===== config.mk =====
export PLATFORM = sky130hd
export DESIGN_NAME = bus_arbiter_flat
export DESIGN_NICKNAME = d
export VERILOG_FILES = /design/src/rtl/bus_arbiter_if.sv /design/src/rtl/bus_arbiter.sv /design/src/flat_wrapper.sv
export SDC_FILE = /design/constraint.sdc
export NUM_CORES = 1
export LEC_CHECK = 0
export ABC_CLOCK_PERIOD_IN_PS = 5600
export BUFFER_PORTS_ARGS = -buffer_cell sky130_fd_sc_hd__clkbuf_2
export CAP_MARGIN = 40
export CORE_ASPECT_RATIO = 1.75
export CORE_MARGIN = 1.5
export CORE_UTILIZATION = 42
export DETAILED_ROUTE_END_ITERATION = 16
export GPL_ROUTABILITY_DRIVEN = 0
export HOLD_SLACK_MARGIN = 0.05
export PLACE_DENSITY = 0.72
export SLEW_MARGIN = 20
export SYNTH_ARGS = -nofsm -noshare
export SYNTH_HDL_FRONTEND = slang
export SYNTH_SLANG_ARGS = --single-unit

===== constraint.sdc =====
create_clock -name clk -period 5.6 [get_ports clk]
set_input_delay 0.56 -clock clk [delete_from_list [all_inputs] [get_ports clk]]
set_output_delay 0.56 -clock clk [all_outputs]
set_load 0.1 [all_outputs]

===== src/rtl/bus_arbiter_if.sv =====
// Shared bus bundle between the requesting masters, the arbiter and the memory/peripheral slaves.
// The master modport is the arbiter's view: it drives grants and the slave-side bus.
interface bus_arbiter_if #(
  parameter int N_REQ = 3
);
  logic [N_REQ-1:0]    req;
  logic [N_REQ-1:0]    req_rd;
  logic [16*N_REQ-1:0] req_addr;
  logic [16*N_REQ-1:0] req_wdata;
  logic [N_REQ-1:0]    gnt;
  logic [N_REQ-1:0]    done;
  logic                err;
  logic [15:0]         rdata;
  logic                ready_ram, ready_rom, ready_ext_mem, ready_gpr;
  logic [15:0]         mem_rdata;
  logic                read;
  logic                cs_ram, cs_rom, cs_ext_mem, cs_gpr;
  logic [15:0]         address;
  logic [15:0]         mem_wdata;

  modport master (
    input  req, req_rd, req_addr, req_wdata,
    input  ready_ram, ready_rom, ready_ext_mem, ready_gpr, mem_rdata,
    output gnt, done, err, rdata,
    output read, cs_ram, cs_rom, cs_ext_mem, cs_gpr, address, mem_wdata
  );

  modport slave (
    output req, req_rd, req_addr, req_wdata,
    output ready_ram, ready_rom, ready_ext_mem, ready_gpr, mem_rdata,
    input  gnt, done, err, rdata,
    input  read, cs_ram, cs_rom, cs_ext_mem, cs_gpr, address, mem_wdata
  );
endinterface


===== src/rtl/bus_arbiter.sv =====
// Round-robin arbiter for the shared 16-bit memory/peripheral bus: address decode to slave
// selects, ready handshake and timeout abort. Three-state FSM, all outputs registered.
module bus_arbiter #(
  parameter int          N_REQ    = 3,
  parameter int          TIMEOUT  = 15,
  parameter logic [15:0] ROM_LAST = 16'h3FFF,
  parameter logic [15:0] RAM_LAST = 16'hBFFF,
  parameter logic [15:0] GPR_BASE = 16'hFF00
) (
  input  logic              clk,
  input  logic              reset,
  bus_arbiter_if.master     bus
);
  localparam int PW = (N_REQ > 1) ? $clog2(N_REQ) : 1;

  typedef enum logic [1:0] {IDLE, ACCESS, DONE} state_t;

  state_t           r_state;
  logic [PW-1:0]    r_ptr, r_win;
  logic [7:0]       r_timer;
  logic [N_REQ-1:0] r_gnt, r_done;
  logic             r_err, r_read;
  logic [3:0]       r_cs;  // {gpr, ext, ram, rom}
  logic [15:0]      r_addr, r_wdata, r_rdata;

  logic [PW-1:0]    w_win;
  logic             w_any, w_rdy;
  logic [15:0]      w_addr, w_wdata;

  function automatic logic [3:0] decode(input logic [15:0] a);
    if (a <= ROM_LAST)      return 4'b0001;
    else if (a <= RAM_LAST) return 4'b0010;
    else if (a >= GPR_BASE) return 4'b1000;
    else                    return 4'b0100;
  endfunction

  // Walk from the highest offset down so the requester closest to r_ptr wins.
  always_comb begin
    w_win = '0;
    w_any = |bus.req;
    for (int k = N_REQ - 1; k >= 0; k--) begin
      if (bus.req[(int'(r_ptr) + k) % N_REQ])
        w_win = PW'((int'(r_ptr) + k) % N_REQ);
    end
  end

  assign w_addr  = bus.req_addr[int'(w_win)*16 +: 16];
  assign w_wdata = bus.req_wdata[int'(w_win)*16 +: 16];
  assign w_rdy   = |(r_cs & {bus.ready_gpr, bus.ready_ext_mem, bus.ready_ram, bus.ready_rom});

  always_ff @(posedge clk or posedge reset) begin
    if (reset) begin
      r_state <= IDLE;
      r_ptr   <= '0;
      r_win   <= '0;
      r_timer <= '0;
      r_gnt   <= '0;
      r_done  <= '0;
      r_err   <= 1'b0;
      r_read  <= 1'b0;
      r_cs    <= '0;
      r_addr  <= '0;
      r_wdata <= '0;
      r_rdata <= '0;
    end else begin
      case (r_state)
        IDLE: begin
          if (w_any) begin
            r_win        <= w_win;
            r_gnt        <= '0;
            r_gnt[w_win] <= 1'b1;
            r_addr       <= w_addr;
            r_wdata      <= w_wdata;
            r_read       <= bus.req_rd[w_win];
            r_cs         <= decode(w_addr);
            r_timer      <= '0;
            r_state      <= ACCESS;
          end
        end
        ACCESS: begin
          if (w_rdy) begin
            if (r_read) r_rdata <= bus.mem_rdata;
            r_done[r_win] <= 1'b1;
            r_cs          <= '0;
            r_state       <= DONE;
          end else if (r_timer == 8'(TIMEOUT - 1)) begin
            if (r_read) r_rdata <= 16'hFFFF;
            r_done[r_win] <= 1'b1;
            r_err         <= 1'b1;
            r_cs          <= '0;
            r_state       <= DONE;
          end else begin
            r_timer <= r_timer + 8'd1;
          end
        end
        DONE: begin
          r_done  <= '0;
          r_err   <= 1'b0;
          r_gnt   <= '0;
          r_ptr   <= (r_win == PW'(N_REQ - 1)) ? '0 : r_win + PW'(1);
          r_state <= IDLE;
        end
        default: r_state <= IDLE;
      endcase
    end
  end

  assign bus.gnt        = r_gnt;
  assign bus.done       = r_done;
  assign bus.err        = r_err;
  assign bus.rdata      = r_rdata;
  assign bus.read       = r_read;
  assign bus.cs_rom     = r_cs[0];
  assign bus.cs_ram     = r_cs[1];
  assign bus.cs_ext_mem = r_cs[2];
  assign bus.cs_gpr     = r_cs[3];
  assign bus.address    = r_addr;
  assign bus.mem_wdata  = r_wdata;
endmodule

===== src/flat_wrapper.sv =====
// flat-port wrapper written by rule: the top's interface ports become plain ports
module bus_arbiter_flat 
#(
  parameter int          N_REQ    = 3,
  parameter int          TIMEOUT  = 15,
  parameter logic [15:0] ROM_LAST = 16'h3FFF,
  parameter logic [15:0] RAM_LAST = 16'hBFFF,
  parameter logic [15:0] GPR_BASE = 16'hFF00
)
  (clk, reset, bus_req, bus_req_rd, bus_req_addr, bus_req_wdata, bus_ready_ram, bus_ready_rom, bus_ready_ext_mem, bus_ready_gpr, bus_mem_rdata, bus_gnt, bus_done, bus_err, bus_rdata, bus_read, bus_cs_ram, bus_cs_rom, bus_cs_ext_mem, bus_cs_gpr, bus_address, bus_mem_wdata);
  bus_arbiter_if #(.N_REQ(N_REQ)) bus_i ();
  input  logic clk;
  input  logic reset;
  input wire logic [$bits(bus_i.req)-1:0] bus_req;
  input wire logic [$bits(bus_i.req_rd)-1:0] bus_req_rd;
  input wire logic [$bits(bus_i.req_addr)-1:0] bus_req_addr;
  input wire logic [$bits(bus_i.req_wdata)-1:0] bus_req_wdata;
  input wire logic [$bits(bus_i.ready_ram)-1:0] bus_ready_ram;
  input wire logic [$bits(bus_i.ready_rom)-1:0] bus_ready_rom;
  input wire logic [$bits(bus_i.ready_ext_mem)-1:0] bus_ready_ext_mem;
  input wire logic [$bits(bus_i.ready_gpr)-1:0] bus_ready_gpr;
  input wire logic [$bits(bus_i.mem_rdata)-1:0] bus_mem_rdata;
  output wire logic [$bits(bus_i.gnt)-1:0] bus_gnt;
  output wire logic [$bits(bus_i.done)-1:0] bus_done;
  output wire logic [$bits(bus_i.err)-1:0] bus_err;
  output wire logic [$bits(bus_i.rdata)-1:0] bus_rdata;
  output wire logic [$bits(bus_i.read)-1:0] bus_read;
  output wire logic [$bits(bus_i.cs_ram)-1:0] bus_cs_ram;
  output wire logic [$bits(bus_i.cs_rom)-1:0] bus_cs_rom;
  output wire logic [$bits(bus_i.cs_ext_mem)-1:0] bus_cs_ext_mem;
  output wire logic [$bits(bus_i.cs_gpr)-1:0] bus_cs_gpr;
  output wire logic [$bits(bus_i.address)-1:0] bus_address;
  output wire logic [$bits(bus_i.mem_wdata)-1:0] bus_mem_wdata;
  assign bus_i.req = bus_req;
  assign bus_i.req_rd = bus_req_rd;
  assign bus_i.req_addr = bus_req_addr;
  assign bus_i.req_wdata = bus_req_wdata;
  assign bus_i.ready_ram = bus_ready_ram;
  assign bus_i.ready_rom = bus_ready_rom;
  assign bus_i.ready_ext_mem = bus_ready_ext_mem;
  assign bus_i.ready_gpr = bus_ready_gpr;
  assign bus_i.mem_rdata = bus_mem_rdata;
  assign bus_gnt = bus_i.gnt;
  assign bus_done = bus_i.done;
  assign bus_err = bus_i.err;
  assign bus_rdata = bus_i.rdata;
  assign bus_read = bus_i.read;
  assign bus_cs_ram = bus_i.cs_ram;
  assign bus_cs_rom = bus_i.cs_rom;
  assign bus_cs_ext_mem = bus_i.cs_ext_mem;
  assign bus_cs_gpr = bus_i.cs_gpr;
  assign bus_address = bus_i.address;
  assign bus_mem_wdata = bus_i.mem_wdata;
  bus_arbiter #(.N_REQ(N_REQ), .TIMEOUT(TIMEOUT), .ROM_LAST(ROM_LAST), .RAM_LAST(RAM_LAST), .GPR_BASE(GPR_BASE)) u_core (.clk(clk), .reset(reset), .bus(bus_i));
endmodule

==> results of run 1 <==
[how the worst min path moves through the flow]
stage,to,slack [ns]
after detailed placement,u_core.bus.mem_wdata[15],0.47
after global routing,u_core.bus.rdata[12],0.19
after global placement,u_core.bus.address[2],0.47
after floorplan,u_core.r_win[0],0.47
final,u_core.bus.rdata[10],0.17
after CTS,u_core.bus.rdata[12],0.17
[metal layers]
| layer | track usage, % | up-vias |
|---|---|---|
| met4 | 11.7 | 0 |
| met1 | 26.6 | 2109 |
| li1 | - | 2130 |
| met2 | 46.2 | 229 |
| met3 | 5.53 | 36 |
| met5 | 0 | - |
[layout make-up]
class,instances,area [sq um]
Clock buffer,14,264
Clock inverter,2,35.0
Fill cell,913,4290
Inverter,11,41.3
Multi-Input combinational cell,372,2230
Sequential cell,74,1850
Tap cell,125,156
Timing Repair Buffer,194,1040
[logic make-up (layout without fill, tap and decap cells)]
kind of cell,after synthesis,after routing,synth area share (%)
simple gates,193,193,23.2
flops,74,74,43.2
mux,5,5,1.17
fa+ha+maj,10,10,2.92
compound gates,164,164,24.4
buf+inv,49,221,5.11
[per-stage QoR]
stage / setup WS (ns) / util [%] / instances / hold slack (ns)
floorplan: 2.85 / - / 495 / 0.472
global placement: 2.21 / 53.1 / 774 / 0.465
detailed placement: 2.02 / 53.4 / 775 / 0.474
CTS: 2.00 / 56.4 / 791 / 0.175
global route: 1.69 / 56.7 / 792 / 0.192
finish: 1.95 / 56.7 / 792 / 0.171
[registers in the layout, indices dropped and copies added (netlist names)]
register	count
u_core.bus.read	1
u_core.bus.err	1
u_core.r_cs	4
u_core.r_timer	8
u_core.bus.rdata	16
u_core.bus.address	16
u_core.bus.mem_wdata	16
u_core.bus.done	3
u_core.r_ptr	2
u_core.r_win	2
u_core.r_state	2
u_core.bus.gnt	3
[cell usage in the layout (no fill, tap or decap), drive strengths merged, types with 2 or more instances in the layout]
cell	Yosys	routed
ha	10	10
nor3b	30	30
a21oi	14	14
nor2b	3	3
o31ai	4	4
and4	3	3
a211oi	31	31
or2	2	2
o211ai	3	3
a31oi	9	9
o21a	5	5
a41o	2	2
o21ai	75	75
or3	3	3
or4	2	2
nor2	54	54
inv	11	11
clkbuf	23	197
and3	3	3
buf	15	11
nor3	18	18
a22o	6	6
nand3	5	5
nand2	51	51
nand4	4	4
a41oi	6	6
dfrtp	74	74
mux2i	5	5
and2	8	8
==> results.yml, run 1 <==
clocking:
  cts-root-buf: "clkbuf_16"
  post_cts_resize_count: 0
  cts.sinks: 74
  clkTransAtPathRegs_ns: 0.06
  post_cts_buffers: 0
  cts_tree: "done"
  clock_path_buffers: 2
  worst_skew_pair.late_latency_ns: 0.33
  cts_inserted_buffers: 9
  post_cts_hold_buffer_count: 0
  count_of_h_tree_levels_built_during_cts: 3
global_routing:
  antenna_violations_before_repair: 0
  grt_usage_pct: 25.1
  largest_net_degree_at_the_start_of_global_routing: 59
  overflow: 0
  grt_pass1_vias: 4464
  grt_pass1_wl_microns: 21100
synth:
  synth_area_leaders: "dfrtp_1, o21ai_0, a211oi_1, nor3b_1, nor2_1"
  postSynthAreaPerCell_sq_um: 8.65
  synthesis.yosys.warnings: 0
  synth.distinct_cells: 59
  asyncSetResetFlopFracSynth_pct: 100
  synth_sequential_area_ratio_pct: 43.2
  syn-instance-count: 495
  post-synth-top-area-cell: "dfrtp_1"
  syn_area_sq_um: 4280
  synth_edf_count: 0
  ys_top_cells_by_count: "dfrtp_1, o21ai_0, nor2_1"
  synth_top_area_share_pct: 43.2
  postSynthRegisterBits: 74
  synth_fp_nets: 629
  yosys.cell_count.top_type: "dfrtp_1"
  synth_flop_cell: "dfrtp_1"
worst_setup_path:
  reg2reg_setup_slack_ns: 1.95
  rr_endpoint: "u_core.r_cs[2]"
  critical_path.slowest_cell: "a21oi_2"
  critical_path.max_stage_delay_ns: 0.63
  worstSetupStartpointType: "flop"
  type_of_the_worst_setup_path: "flop to flop"
  arrival_ns: 3.92
  cp-end-kind: "flop"
  cp.buffers_inverters: 2
  critical_path.cell_chain: "inv_1 > ha_1 > o211ai_1 > a21oi_2 > or2_2 > buf_4 > a211oi_1 > or2_2 > ha_1 > nor2b_1 > nand2_1 > a211oi_1 > a211o_1"
  critical-path-top-delay-family: "compound AO/OA/AOI/OAI gates"
  worstPathMaxFanout: 37
  timing.critical_path.to: "u_core.r_cs[2]"
  timing.critical_path.from: "u_core.r_ptr[0]"
  number_of_cells_on_the_worst_reg_to_reg_path: 13
  timing.critical_path.depth: 13
  timing.rr.start: "u_core.r_ptr[0]"
  critical_path_required_ns: 5.87
timing:
  setup_repair_after_global_routing_missed_its_margin: "no"
  final_period_minus_worst_setup_slack_ns: 3.65
  fmaxAchievable_mhz: 274
  hold_violations: 0
  worst_slew_pin_slew_ns: 0.752
  setup-tns-final_ns: 0
  finalSetupViolCount: 0
  max_slew_margin_pct: 49.4
  final_min_period_over_clock_period_pct: 65.1
  final.setup_skew_ns: 0.00716
  final-max-slew-violation-count: 0
placement:
  hpwlAfterDp_microns: 10100
  port-buffer-count: 183
  post_placement_cell_area_sq_um: 5290
flow_run:
  timing.max_cap.violations: 0
routing:
  drc: 0
  detail_route.first_pass.iterations: 4
  vias: 4504
  drtIter0Drc: 214
  met1Wirelength_microns: 4760
  route.top_layer_used: "met4"
  wire_per_inst_microns: 16.7
  routed_via_density: 5.69
  detailroute.wirelength.met3_microns: 989
  met2_length_microns: 7030
  route.final.wire_length_microns: 13200
  final_antenna_net_count: 0
cells_and_area:
  post_route_cell_area_sq_um: 5620
  area_growth_syn_to_layout_pct: 31.2
  final_nets: 796
  n_antenna_cell: 0
  post_route_cells_drive_above_1_share_pct: 33.7
die:
  die_area_sq_um: 10800
  dieHeight_microns: 137
  floorplan.die.width_microns: 79.3
  placeableCoreArea_sq_um: 9910
  std_cell_rows: 48
  floorplan.initialDensity_pct: 43.2
  boundary_pin_count: 184
run_status:
  outcome: "complete, no violations"
worst_hold_path:
  hp-class: "input port to async pin"
Power of run 1 is not shown: default switching activity piles up to over one toggle a cycle in this logic, so the estimate is an artifact.
==> run 2, diff against run 1 <==
--- a/config.mk
+++ b/config.mk
@@ -5,7 +5,7 @@
 export SDC_FILE = /design/constraint.sdc
 export NUM_CORES = 1
 export LEC_CHECK = 0
-export ABC_CLOCK_PERIOD_IN_PS = 5600
+export ABC_CLOCK_PERIOD_IN_PS = 3700
 export BUFFER_PORTS_ARGS = -buffer_cell sky130_fd_sc_hd__clkbuf_2
 export CAP_MARGIN = 40
 export CORE_ASPECT_RATIO = 1.75
==> constraint.sdc (replaced) <==
create_clock -name clk -period 3.7 [get_ports clk]
set_input_delay 0.37 -clock clk [delete_from_list [all_inputs] [get_ports clk]]
set_output_delay 0.37 -clock clk [all_outputs]
set_load 0.1 [all_outputs]
==> results.yml, run 2 (synthesis results as in run 1) <==
die:
  floorplan.initialDensity_pct: 43.2
  std_cell_rows: 48
  placeableCoreArea_sq_um: 9910
  dieHeight_microns: 137
  floorplan.die.width_microns: 79.3
  die_area_sq_um: 10800
  boundary_pin_count: 184
timing:
  final.setup_skew_ns: 0.00907
  hold_violations: 0
  final-max-slew-violation-count: 0
  fmaxAchievable_mhz: 324
  finalSetupViolCount: 0
  final_min_period_over_clock_period_pct: 83.5
  final_period_minus_worst_setup_slack_ns: 3.09
  max_slew_margin_pct: 51.1
  setup-tns-final_ns: 0
  setup_repair_after_global_routing_missed_its_margin: "no"
  worst_slew_pin_slew_ns: 0.726
routing:
  drtIter0Drc: 189
  final_antenna_net_count: 0
  detail_route.first_pass.iterations: 6
  route.final.wire_length_microns: 13300
  vias: 4534
  drc: 0
  routed_via_density: 5.70
  wire_per_inst_microns: 16.8
clocking:
  cts_inserted_buffers: 9
  count_of_h_tree_levels_built_during_cts: 3
  cts_tree: "done"
  clkTransAtPathRegs_ns: 0.06
  cts-root-buf: "clkbuf_16"
  post_cts_hold_buffer_count: 1
  cts.sinks: 74
  post_cts_buffers: 0
  worst_skew_pair.late_latency_ns: 0.34
  clock_path_buffers: 2
  post_cts_resize_count: 0
global_routing:
  grt_pass1_vias: 4452
  grt_pass1_wl_microns: 21300
  largest_net_degree_at_the_start_of_global_routing: 59
  overflow: 0
  grt_usage_pct: 25.3
  antenna_violations_before_repair: 0
worst_hold_path:
  hold-path-endpoint: "u_core.bus.rdata[2]"
  min-delay-start: "bus_mem_rdata[2]"
  min_delay_path_depth: 3
  hp-class: "input port to flop"
cells_and_area:
  fillCellCount: 926
  area_growth_syn_to_layout_pct: 32.0
  n_antenna_cell: 0
  final_nets: 799
  post_route_cells_drive_above_1_share_pct: 34.3
  most_frequent_cells_in_the_layout: "clkbuf_2, dfrtp_1, o21ai_0"
  layout.cells.most_common: "clkbuf_2"
worst_setup_path:
  critical_path_required_ns: 3.93
  type_of_the_worst_setup_path: "flop to flop"
  rr_endpoint: "u_core.r_cs[2]"
  reg2reg_setup_slack_ns: 0.61
  worstPathMaxFanout: 14
  worstSetupStartpointType: "flop"
  timing.rr.start: "u_core.r_ptr[0]"
  cp-end-kind: "flop"
  number_of_cells_on_the_worst_reg_to_reg_path: 13
  arrival_ns: 3.31
placement:
  hpwlAfterDp_microns: 9990
  port-buffer-count: 183
run_status:
  outcome: "complete, no violations"
flow_run:
  timing.max_cap.violations: 0
## run 2: cell types whose count changed in the layout (fill, tap and decap cells not counted)
cell / delta
buf_4: +3
clkbuf_1: -3
clkinv_4: +3
clkbuf_8: -2
buf_16: -1
bufinv_16: +1
clkinv_2: -1
clkinvlp_4: +1
dlygate4sd3_1: +1
inv_6: +1
## run 2: metal layers
layer / wire [microns] / GRT usage [%]
met2: 6860 / 44.5
met5: 0 / 0
met4: 450 / 12.4
met1: 4980 / 27.5
met3: 1040 / 6.87
## run 2: worst max-delay path by stage
stage / from / to / slack [ns] / cells after the start
finish: u_core.r_ptr[0] / u_core.r_cs[2] / 0.61 / 13
global route: u_core.r_ptr[0] / u_core.r_cs[2] / 0.33 / 13
CTS: u_core.r_ptr[0] / u_core.r_cs[2] / 0.60 / 13
detailed placement: u_core.r_ptr[0] / u_core.r_cs[2] / 0.61 / 13
global placement: u_core.r_ptr[0] / u_core.r_cs[2] / 0.72 / 13
floorplan: u_core.r_ptr[0] / u_core.r_cs[2] / 0.95 / 14
## run 2: layout make-up
cell class	instances	area, sq um	area share (%)
Clock buffer	9	225	3.98
Clock inverter	7	103	1.81
Inverter	11	41.3	0.730
Multi-Input combinational cell	372	2230	39.5
Sequential cell	74	1850	32.8
Tap cell	125	156	2.77
Timing Repair Buffer	197	1040	18.5
## run 2: per-stage QoR
step | hold WS (ns) | utilization [%] | setup slack, ns | instance area (sq um) | std cells
final | 0.267 | 57.1 | 0.611 | 5650 | 795
after global placement | 0.463 | 53.4 | 0.723 | 5290 | 777
after floorplan | 0.472 | - | 0.953 | 4280 | 495
after CTS | 0.265 | 57.1 | 0.600 | 5650 | 795
after global routing | 0.282 | 57.1 | 0.331 | 5650 | 795
after detailed placement | 0.392 | 53.6 | 0.613 | 5320 | 778
## run 2: worst max-delay path: stages, from the launching register on
cell and delay (ns):
dfrtp_1 0.34, inv_1 0.07, ha_1 0.39, o211ai_1 0.24, a21oi_2 0.09, buf_4 0.19
or2_2 0.42, a211oi_1 0.39, nor2_1 0.08, ha_1 0.19, nor2b_1 0.13, nand2_1 0.08
nor2_1 0.05, a211o_1 0.30
Power of run 2 is left out for the same reason.
